[src/rtl/master_req_gen_if.sv]
// Bus-side signals between the request generator and the master port.
interface master_req_gen_if #(
    parameter int ADDR_WIDTH = 12,
    parameter int DATA_WIDTH = 8
);
    logic                  busy;
    logic                  o_start;
    logic                  o_rw;
    logic [ADDR_WIDTH-1:0] o_addr;
    logic [DATA_WIDTH-1:0] o_wdata;
    logic                  o_active;
    logic                  o_dropped;
    logic                  o_err;

    modport master (
        input  busy,
        output o_start, o_rw, o_addr, o_wdata, o_active, o_dropped, o_err
    );

    modport slave (
        output busy,
        input  o_start, o_rw, o_addr, o_wdata, o_active, o_dropped, o_err
    );
endinterface

[src/rtl/master_req_gen.sv]
// Turns debounced push-button presses into single bus transactions:
// button1 issues a write, button2 a read of the last written address.
// A one-entry slot queues one press that arrives while the port is in use.
module master_req_gen #(
    parameter int ADDR_WIDTH    = 12,
    parameter int DATA_WIDTH    = 8,
    parameter int DEB_CYCLES    = 1,
    parameter int START_TIMEOUT = 16
) (
    input  logic             clk,
    input  logic             reset,
    input  logic             button1,
    input  logic             button2,
    master_req_gen_if.master bus
);
    typedef enum logic [1:0] {IDLE, ISSUE, WAIT_BUSY, WAIT_DONE} state_t;

    localparam logic [7:0] DEB_LAST = 8'(DEB_CYCLES - 1);
    localparam logic [7:0] TMO_LAST = 8'(START_TIMEOUT - 2);

    // Index 0 is the write button, index 1 the read button.
    logic [1:0]      btn;
    logic [1:0]      sync1_q, sync1_d, sync2_q, sync2_d;
    logic [1:0]      deb_q, deb_d, ev_q, ev_d;
    logic [1:0][7:0] deb_cnt_q, deb_cnt_d;

    state_t                state_q, state_d;
    logic                  launch, launch_rw, timeout, done;
    logic                  start, active;
    logic                  rw_q, rw_d;
    logic [ADDR_WIDTH-1:0] addr_q, addr_d, wr_ptr_q, wr_ptr_d, last_wr_addr_q, last_wr_addr_d;
    logic [DATA_WIDTH-1:0] wdata_q, wdata_d, data_cnt_q, data_cnt_d;
    logic                  slot_vld_q, slot_vld_d, slot_rw_q, slot_rw_d;
    logic [7:0]            tmo_q, tmo_d;
    logic                  drop_q, drop_d, err_q, err_d;

    assign btn = {button2, button1};

    // Synchronize, debounce and detect the falling (press) edge of each button.
    always_comb begin
        // NOTE: every comb output gets a default first so no path can infer a latch.
        sync1_d   = btn;
        sync2_d   = sync1_q;
        deb_d     = deb_q;
        deb_cnt_d = '0;
        for (int i = 0; i < 2; i++) begin
            if (sync2_q[i] != deb_q[i]) begin
                if (deb_cnt_q[i] == DEB_LAST) deb_d[i] = sync2_q[i];
                else                          deb_cnt_d[i] = deb_cnt_q[i] + 8'd1;
            end
        end
        ev_d = deb_q & ~deb_d;
    end

    // Input-stage registers; buttons idle high, so the chain resets to 1.
    always_ff @(posedge clk) begin
        // NOTE: sequential state uses non-blocking assignments only.
        if (reset) begin
            sync1_q   <= '1;
            sync2_q   <= '1;
            deb_q     <= '1;
            deb_cnt_q <= '0;
            ev_q      <= '0;
        end else begin
            sync1_q   <= sync1_d;
            sync2_q   <= sync2_d;
            deb_q     <= deb_d;
            deb_cnt_q <= deb_cnt_d;
            ev_q      <= ev_d;
        end
    end

    // Launch only from IDLE with the port free; a busy port holds requests off.
    assign launch  = (state_q == IDLE) && !bus.busy && (slot_vld_q || ev_q[0] || ev_q[1]);
    assign timeout = (state_q == WAIT_BUSY) && !bus.busy && (tmo_q == TMO_LAST);
    assign done    = (state_q == WAIT_DONE) && !bus.busy;

    // FSM state register.
    always_ff @(posedge clk) begin
        if (reset) state_q <= IDLE;
        else       state_q <= state_d;
    end

    // FSM next-state logic.
    always_comb begin
        state_d = state_q;
        unique case (state_q)
            IDLE:      if (launch) state_d = ISSUE;
            ISSUE:     state_d = WAIT_BUSY;
            WAIT_BUSY: if (bus.busy) state_d = WAIT_DONE;
                       else if (timeout) state_d = IDLE;
            WAIT_DONE: if (!bus.busy) state_d = IDLE;
            default:   state_d = IDLE;
        endcase
    end

    // FSM outputs: start pulse in ISSUE, active for the whole transaction.
    always_comb begin
        start  = (state_q == ISSUE);
        active = (state_q != IDLE);
    end

    // Request latching, pending slot, counters and error/drop pulses.
    always_comb begin
        rw_d           = rw_q;
        addr_d         = addr_q;
        wdata_d        = wdata_q;
        wr_ptr_d       = wr_ptr_q;
        data_cnt_d     = data_cnt_q;
        last_wr_addr_d = last_wr_addr_q;
        slot_vld_d     = slot_vld_q;
        slot_rw_d      = slot_rw_q;
        drop_d         = 1'b0;
        err_d          = timeout;
        tmo_d          = (state_q == WAIT_BUSY) ? tmo_q + 8'd1 : 8'd0;
        launch_rw      = 1'b0;

        if (launch) begin
            if (slot_vld_q) begin
                // Slot wins; any new event refills the slot, write before read.
                launch_rw  = slot_rw_q;
                slot_vld_d = ev_q[0] || ev_q[1];
                slot_rw_d  = ev_q[0];
                drop_d     = ev_q[0] && ev_q[1];
            end else if (ev_q[0]) begin
                launch_rw  = 1'b1;
                slot_vld_d = ev_q[1];
                slot_rw_d  = 1'b0;
            end else begin
                launch_rw  = 1'b0;
            end
            rw_d    = launch_rw;
            addr_d  = launch_rw ? wr_ptr_q : last_wr_addr_q;
            wdata_d = data_cnt_q;
        end else if (ev_q[0] || ev_q[1]) begin
            if (!slot_vld_q) begin
                slot_vld_d = 1'b1;
                slot_rw_d  = ev_q[0];
                drop_d     = ev_q[0] && ev_q[1];
            end else begin
                drop_d     = 1'b1;
            end
        end

        if (done && rw_q) begin
            wr_ptr_d       = wr_ptr_q + ADDR_WIDTH'(1);
            data_cnt_d     = data_cnt_q + DATA_WIDTH'(1);
            last_wr_addr_d = addr_q;
        end
    end

    // Datapath registers; reset aborts any transaction without side effects.
    always_ff @(posedge clk) begin
        if (reset) begin
            rw_q           <= 1'b0;
            addr_q         <= '0;
            wdata_q        <= '0;
            wr_ptr_q       <= '0;
            data_cnt_q     <= DATA_WIDTH'(1);
            last_wr_addr_q <= '0;
            slot_vld_q     <= 1'b0;
            slot_rw_q      <= 1'b0;
            tmo_q          <= '0;
            drop_q         <= 1'b0;
            err_q          <= 1'b0;
        end else begin
            rw_q           <= rw_d;
            addr_q         <= addr_d;
            wdata_q        <= wdata_d;
            wr_ptr_q       <= wr_ptr_d;
            data_cnt_q     <= data_cnt_d;
            last_wr_addr_q <= last_wr_addr_d;
            slot_vld_q     <= slot_vld_d;
            slot_rw_q      <= slot_rw_d;
            tmo_q          <= tmo_d;
            drop_q         <= drop_d;
            err_q          <= err_d;
        end
    end

    assign bus.o_start   = start;
    assign bus.o_active  = active;
    assign bus.o_rw      = rw_q;
    assign bus.o_addr    = addr_q;
    assign bus.o_wdata   = wdata_q;
    assign bus.o_dropped = drop_q;
    assign bus.o_err     = err_q;
endmodule

[src/flat_wrapper.sv]
// flat-port wrapper written by rule: the top's interface ports become plain ports
module master_req_gen_flat 
#(
    parameter int ADDR_WIDTH    = 12,
    parameter int DATA_WIDTH    = 8,
    parameter int DEB_CYCLES    = 1,
    parameter int START_TIMEOUT = 16
)
  (clk, reset, button1, button2, bus_busy, bus_o_start, bus_o_rw, bus_o_addr, bus_o_wdata, bus_o_active, bus_o_dropped, bus_o_err);
  master_req_gen_if #(.ADDR_WIDTH(ADDR_WIDTH), .DATA_WIDTH(DATA_WIDTH)) bus_i ();
  input  logic clk;
  input  logic reset;
  input  logic button1;
  input  logic button2;
  input wire logic [$bits(bus_i.busy)-1:0] bus_busy;
  output wire logic [$bits(bus_i.o_start)-1:0] bus_o_start;
  output wire logic [$bits(bus_i.o_rw)-1:0] bus_o_rw;
  output wire logic [$bits(bus_i.o_addr)-1:0] bus_o_addr;
  output wire logic [$bits(bus_i.o_wdata)-1:0] bus_o_wdata;
  output wire logic [$bits(bus_i.o_active)-1:0] bus_o_active;
  output wire logic [$bits(bus_i.o_dropped)-1:0] bus_o_dropped;
  output wire logic [$bits(bus_i.o_err)-1:0] bus_o_err;
  assign bus_i.busy = bus_busy;
  assign bus_o_start = bus_i.o_start;
  assign bus_o_rw = bus_i.o_rw;
  assign bus_o_addr = bus_i.o_addr;
  assign bus_o_wdata = bus_i.o_wdata;
  assign bus_o_active = bus_i.o_active;
  assign bus_o_dropped = bus_i.o_dropped;
  assign bus_o_err = bus_i.o_err;
  master_req_gen #(.ADDR_WIDTH(ADDR_WIDTH), .DATA_WIDTH(DATA_WIDTH), .DEB_CYCLES(DEB_CYCLES), .START_TIMEOUT(START_TIMEOUT)) u_core (.clk(clk), .reset(reset), .button1(button1), .button2(button2), .bus(bus_i));
endmodule
[config.mk]
export PLATFORM = sky130hd
export DESIGN_NAME = master_req_gen_flat
export DESIGN_NICKNAME = d
export VERILOG_FILES = /design/src/rtl/master_req_gen_if.sv /design/src/rtl/master_req_gen.sv /design/src/flat_wrapper.sv
export SDC_FILE = /design/constraint.sdc
export NUM_CORES = 1
export LEC_CHECK = 0
export BUFFER_PORTS_ARGS = -buffer_cell sky130_fd_sc_hd__buf_2
export CORE_ASPECT_RATIO = 1.4
export CORE_MARGIN = 2
export CORE_UTILIZATION = 56
export CTS_CLUSTER_SIZE = 8
export DETAILED_ROUTE_END_ITERATION = 16
export MAX_ROUTING_LAYER = met4
export PLACE_DENSITY = 0.77
export SLEW_MARGIN = 20
export SYNTH_ARGS = -nofsm -noshare
export SYNTH_HDL_FRONTEND = slang
export SYNTH_SLANG_ARGS = --single-unit
[constraint.sdc]
create_clock -name clk -period 4.2 [get_ports clk]
set_input_delay 0.21 -clock clk [delete_from_list [all_inputs] [get_ports clk]]
set_output_delay 0.21 -clock clk [all_outputs]
set_load 0.01 [all_outputs]
; ---- Word level (Yosys, flattened, before mapping)
; Index checks and enable logic that the tools add are counted.
[word_totals]
register_bits = 91
inputBits = 5
out_inout_bits = 25
word_cells = 86
[classes]
addsub = 5
eq_ne = 11
n_mux = 26
bitwise = 5
reduce_logical = 21
[op_table]
columns = operator, n
row1 = 8-bit by 1-bit adder with 8-bit output (second input constant), 4
row2 = 1-bit two-way mux, 20
row3 = 8-bit zero test, 2
row4 = 12-bit by 1-bit adder with 12-bit output (second input constant), 1
row5 = 12-bit two-way mux, 1
row6 = 8-bit by 4-bit == test with 1-bit output (second input constant), 1
row7 = 2-bit two-way mux, 4
row8 = 2-bit case mux with 4 select lines, 1
row9 = 1-bit logical AND, 7
row10 = 3-bit by 2-bit inequality test with 1-bit output (second input constant), 2
row11 = 3-bit AND reduction, 2
row12 = 3-bit OR reduction, 2
row13 = 2-bit == test (second input constant), 2
row14 = 2-bit by 1-bit inequality test with 1-bit output (second input constant), 2
row15 = 2-bit nonzero test, 2
row16 = 1-bit logical OR, 3
row17 = 1-bit inverter, 3
row18 = 2-bit bitwise AND, 1
row19 = 2-bit by 1-bit == test with 1-bit output (second input constant), 1
row20 = 2-bit zero test, 1
row21 = 1-bit inequality test, 2
row22 = 2-bit inequality test (second input constant), 1
row23 = 2-bit inverter, 1
row24 = 2-bit OR reduction, 1
row25 = 1-bit zero test, 1

; ---- Logic depth before layout (Yosys ltp)
[logic_depth]
word_depth = 6
depth_mapped = 5
depth_no_buf = 5

; ---- Worst setup path after synthesis
; OpenSTA, ideal clock, no wires.
[synth_timing]
kind = reg2reg
from = reg u_core.deb_cnt_q[0] (netlist name)
to = reg u_core.deb_cnt_q[2] (netlist name)
setup_ns = 0.124
arrival_time_ns = 1.441
required_ns = 4.076
path_slack_ns = 2.635
stages_incl_launch_ff = 6
path_buffers = 0
synth_period_minus_slack_ns = 1.565
path_cell_list = dfxtp_1 inv_1 ha_1 or4b_2 o211ai_2 nor2_1
[synth_between]
elab_chain_cells = 2
word_cells_on_any_way = 3
cone_classes = 1 x add/sub / 2 x reduce/logical
[synth_lines]
columns = item, line
row1 = "start, declared", master_req_gen.sv:25  ; logic [1:0][7:0] deb_cnt_q, deb_cnt_d;
row2 = "start signal, assigned", master_req_gen.sv:68  ; deb_cnt_q <= deb_cnt_d;
row3 = branches (longest 2 deep; another with 8-bit by 1-bit adder with 8-bit output), -
; Several ways; the timed one is not identified.
; A chain may end at the register's enable or synchronous reset.

; ---- Final worst setup path
[layout_timing]
from = reg u_core.state_q[0]
to = reg u_core.wr_ptr_q[4]
[layout_between]
elab_chain_cells = 3
[layout_lines]
columns = item, line
row1 = "start, declared", master_req_gen.sv:27  ; state_t state_q, state_d;
row2 = "start signal, assigned", master_req_gen.sv:81  ; else state_q <= state_d;
row3 = 2-bit == test, master_req_gen.sv:76  ; assign done = (state_q == WAIT_DONE) && !bus.busy;
row4 = 1-bit logical AND, master_req_gen.sv:76
row5 = 1-bit logical AND, master_req_gen.sv:145  ; if (done && rw_q) begin
row6 = "end signal, assigned", master_req_gen.sv:170  ; wr_ptr_q <= wr_ptr_d;
row7 = "end, declared", master_req_gen.sv:31  ; logic [ADDR_WIDTH-1:0] addr_q, addr_d, wr_ptr_q, wr_ptr_d, last_wr_addr_q, last_wr_addr_d;
; No other way between the ends.

==> impl_metrics.ini <==
[status]
status = complete, no violations

[job]
maxCapViolCount = 0

[sta]
setup_violations = 0
relSlewSlack_pct = 32.3
holdWs_ps = 40.1
tns_ps = 0
worst_pin_slew_ps = 1010
max_freq_mhz = 428
min_period_ps = 2330
rsz0062_at_grt = no
finClkSkew_ps = 15.2
finalCritPeriodShare_pct = 55.6
report.final.slew_viol_count = 0
hold_viol_final = 0
fin_ws_ps = 1870

[clock_network]
root_buffer = clkbuf_8
post_cts_buffers = 0
numCtsBuffers = 9
cts_tree = built
postCtsHoldBufs = 0
cts.sinks = 91
ctsHtreeMaxLevel = 3
clk_pin_slew_ps = 80
clkLatencyLatePin_ps = 350
cts_buffer_depth = 2
cts_resized = 0

[synth]
ys_warn_count = 0
synth.distinct_cells = 43
muxShareOfSynthArea_pct = 1.43
synthSimpleGateAreaFrac_pct = 23.1
synth_ff_type = dfxtp_1
synth_compound_area_share_pct = 18.5
syn-num-nets = 463
synthCells = 450
synth_adder_area_share_pct = 2.61
synth_top_family_by_area = simple AND/OR/NAND/NOR gates
async_reset_ff_share_pct = 0
synth_seq_cells = 91
syn_area_per_cell_um2 = 8.54
synth_area_um2 = 3840
synth_edf_count = 0
seq_area_frac_synth_pct = 47.4
yosys.area_share.xor_xnor_pct = 2.96

[layout]
area_growth_syn_to_layout_pct = 9.35
final_core_util_pct = 63.5
diodes = 0
finalNetCount = 482
final_area_um2 = 4200
drive_above_1_share_pct = 12.7
final_cell_mix = dfxtp_1, nand2_1, a21oi_1
final_common_cell = dfxtp_1

[critical_path]
max_stage_delay_ps = 830
crit_type = reg2reg
required_ps = 4480
crit_slowest_cell = nand4b_2
cp.arrival_ps = 2620
crit_path_start_kind = register
path_max_fanout = 43
r2r_cells = 3
path_cells = nand4b_2 -> or4_1 -> a21oi_1
end_kind = register

[floorplanning]
die_height_um = 102
placementRows = 35
pin_count = 30
core_um2 = 6610
dieArea_um2 = 7550
chipWidth_um = 74.0
initial_utilization_pct = 58.1

[routing]
postRouteWirelength_mm = 8.04
first_pass_iters = 5
drtAntennaViolNets = 0
drt_iter0_drc = 273
wl_per_cell_um = 14.2
drc = 0
via_per_inst = 5.93
vias = 3359

[power]
ir_drop_mv = 0.349
p_leak_nw = 1.40
power-per-cell-area_nw_per_um2 = 352

[placed_design]
dp_hpwl_mm = 5.13
gp_congestion = 0.822
pre_cts_ws_ps = 1860
port_buffers = 29
placed_cell_area_um2 = 4030

[grt]
grt_pass1_wl_mm = 13.4
grt_usage_pct = 23.4
antenna_found_initial = 0
overflow = 0
grt_max_degree = 58
grt_pass1_vias = 3034

[min_path]
hold_depth = 2
min_path_type = in2reg
-- state kept, by name, indices dropped and copies added (netlist names), 8 cells and up --
register,flops
u_core.wr_ptr_q,12
u_core.bus.o_addr,12
u_core.last_wr_addr_q,12
u_core.data_cnt_q,8
u_core.bus.o_wdata,8
u_core.deb_cnt_q,16
u_core.tmo_q,8
-- through the flow --
step | cells | total power [mW]
2_1_floorplan | 450 | 0.952
3_3_place_gp | 550 | 0.976
3_5_place_dp | 550 | 0.978
6_report | 566 | 1.48
5_1_grt | 566 | 1.53
4_1_cts | 566 | 1.49
-- cells by family (layout without fill, tap and decap cells) --
logic type	after synthesis	in the layout
AND/OR/NAND/NOR	178	178
AO/OA/AOI/OAI	116	116
flip-flops	91	91
buffers and inverters	39	63
XOR/XNOR	13	13
adder cells (fa/ha/maj)	8	8
multiplexers	5	5
-- worst max-delay path, delay by kind of cell, from the launching register on --
family	cells	cell delay (ps)
simple gates	2	1640
flops	1	470
compound gates	1	160
-- synthesized netlist by cell type, types with 8 or more instances --
| master | number | area, um2 |
|---|---|---|
| a21oi_1 | 57 | 285 |
| a311oi_1 | 13 | 114 |
| buf_2 | 8 | 40.0 |
| clkbuf_1 | 15 | 56.3 |
| dfxtp_1 | 91 | 1820 |
| ha_1 | 8 | 100 |
| inv_1 | 15 | 56.3 |
| nand2_1 | 65 | 244 |
| nand3_1 | 29 | 145 |
| nor2_1 | 26 | 97.6 |
| o21ai_0 | 21 | 105 |
| o31ai_1 | 9 | 67.6 |
| or3_1 | 16 | 100 |
| or4_1 | 9 | 67.6 |
-- area by class of cell --
class	count	area, um2
Tap cell	92	115
Sequential cell	91	1820
Clock inverter	4	26.3
Timing Repair Buffer	32	168
Multi-Input combinational cell	320	1870
Clock buffer	12	145
Inverter	15	56.3
Fill cell	593	2410
-- power by group --
part | internal (mW) | switching [mW]
Sequential | 0.873 | 0.0108
Combinational | 0.0239 | 0.0502
Clock | 0.231 | 0.290
-- metal layers --
metal,vias to the layer above,routed length [um],GRT usage (%)
met5,-,0,-
met4,0,153,9.09
met2,75,4090,39.3
met1,1614,3490,27.7
li1,1652,-,-
met3,18,300,3.65
-- final timing paths --
| kind | startpoint | to | slack, ps |
|---|---|---|---|
| max | u_core.state_q[0] | u_core.wr_ptr_q[4] | 1870 |
| min | button2 | u_core.sync1_q[1] | 40 |
| max reg2reg | u_core.state_q[0] | u_core.wr_ptr_q[4] | 1870 |
| min reg2reg | u_core.sync1_q[1] | u_core.sync2_q[1] | 410 |
(Power assumes the default switching activity.)
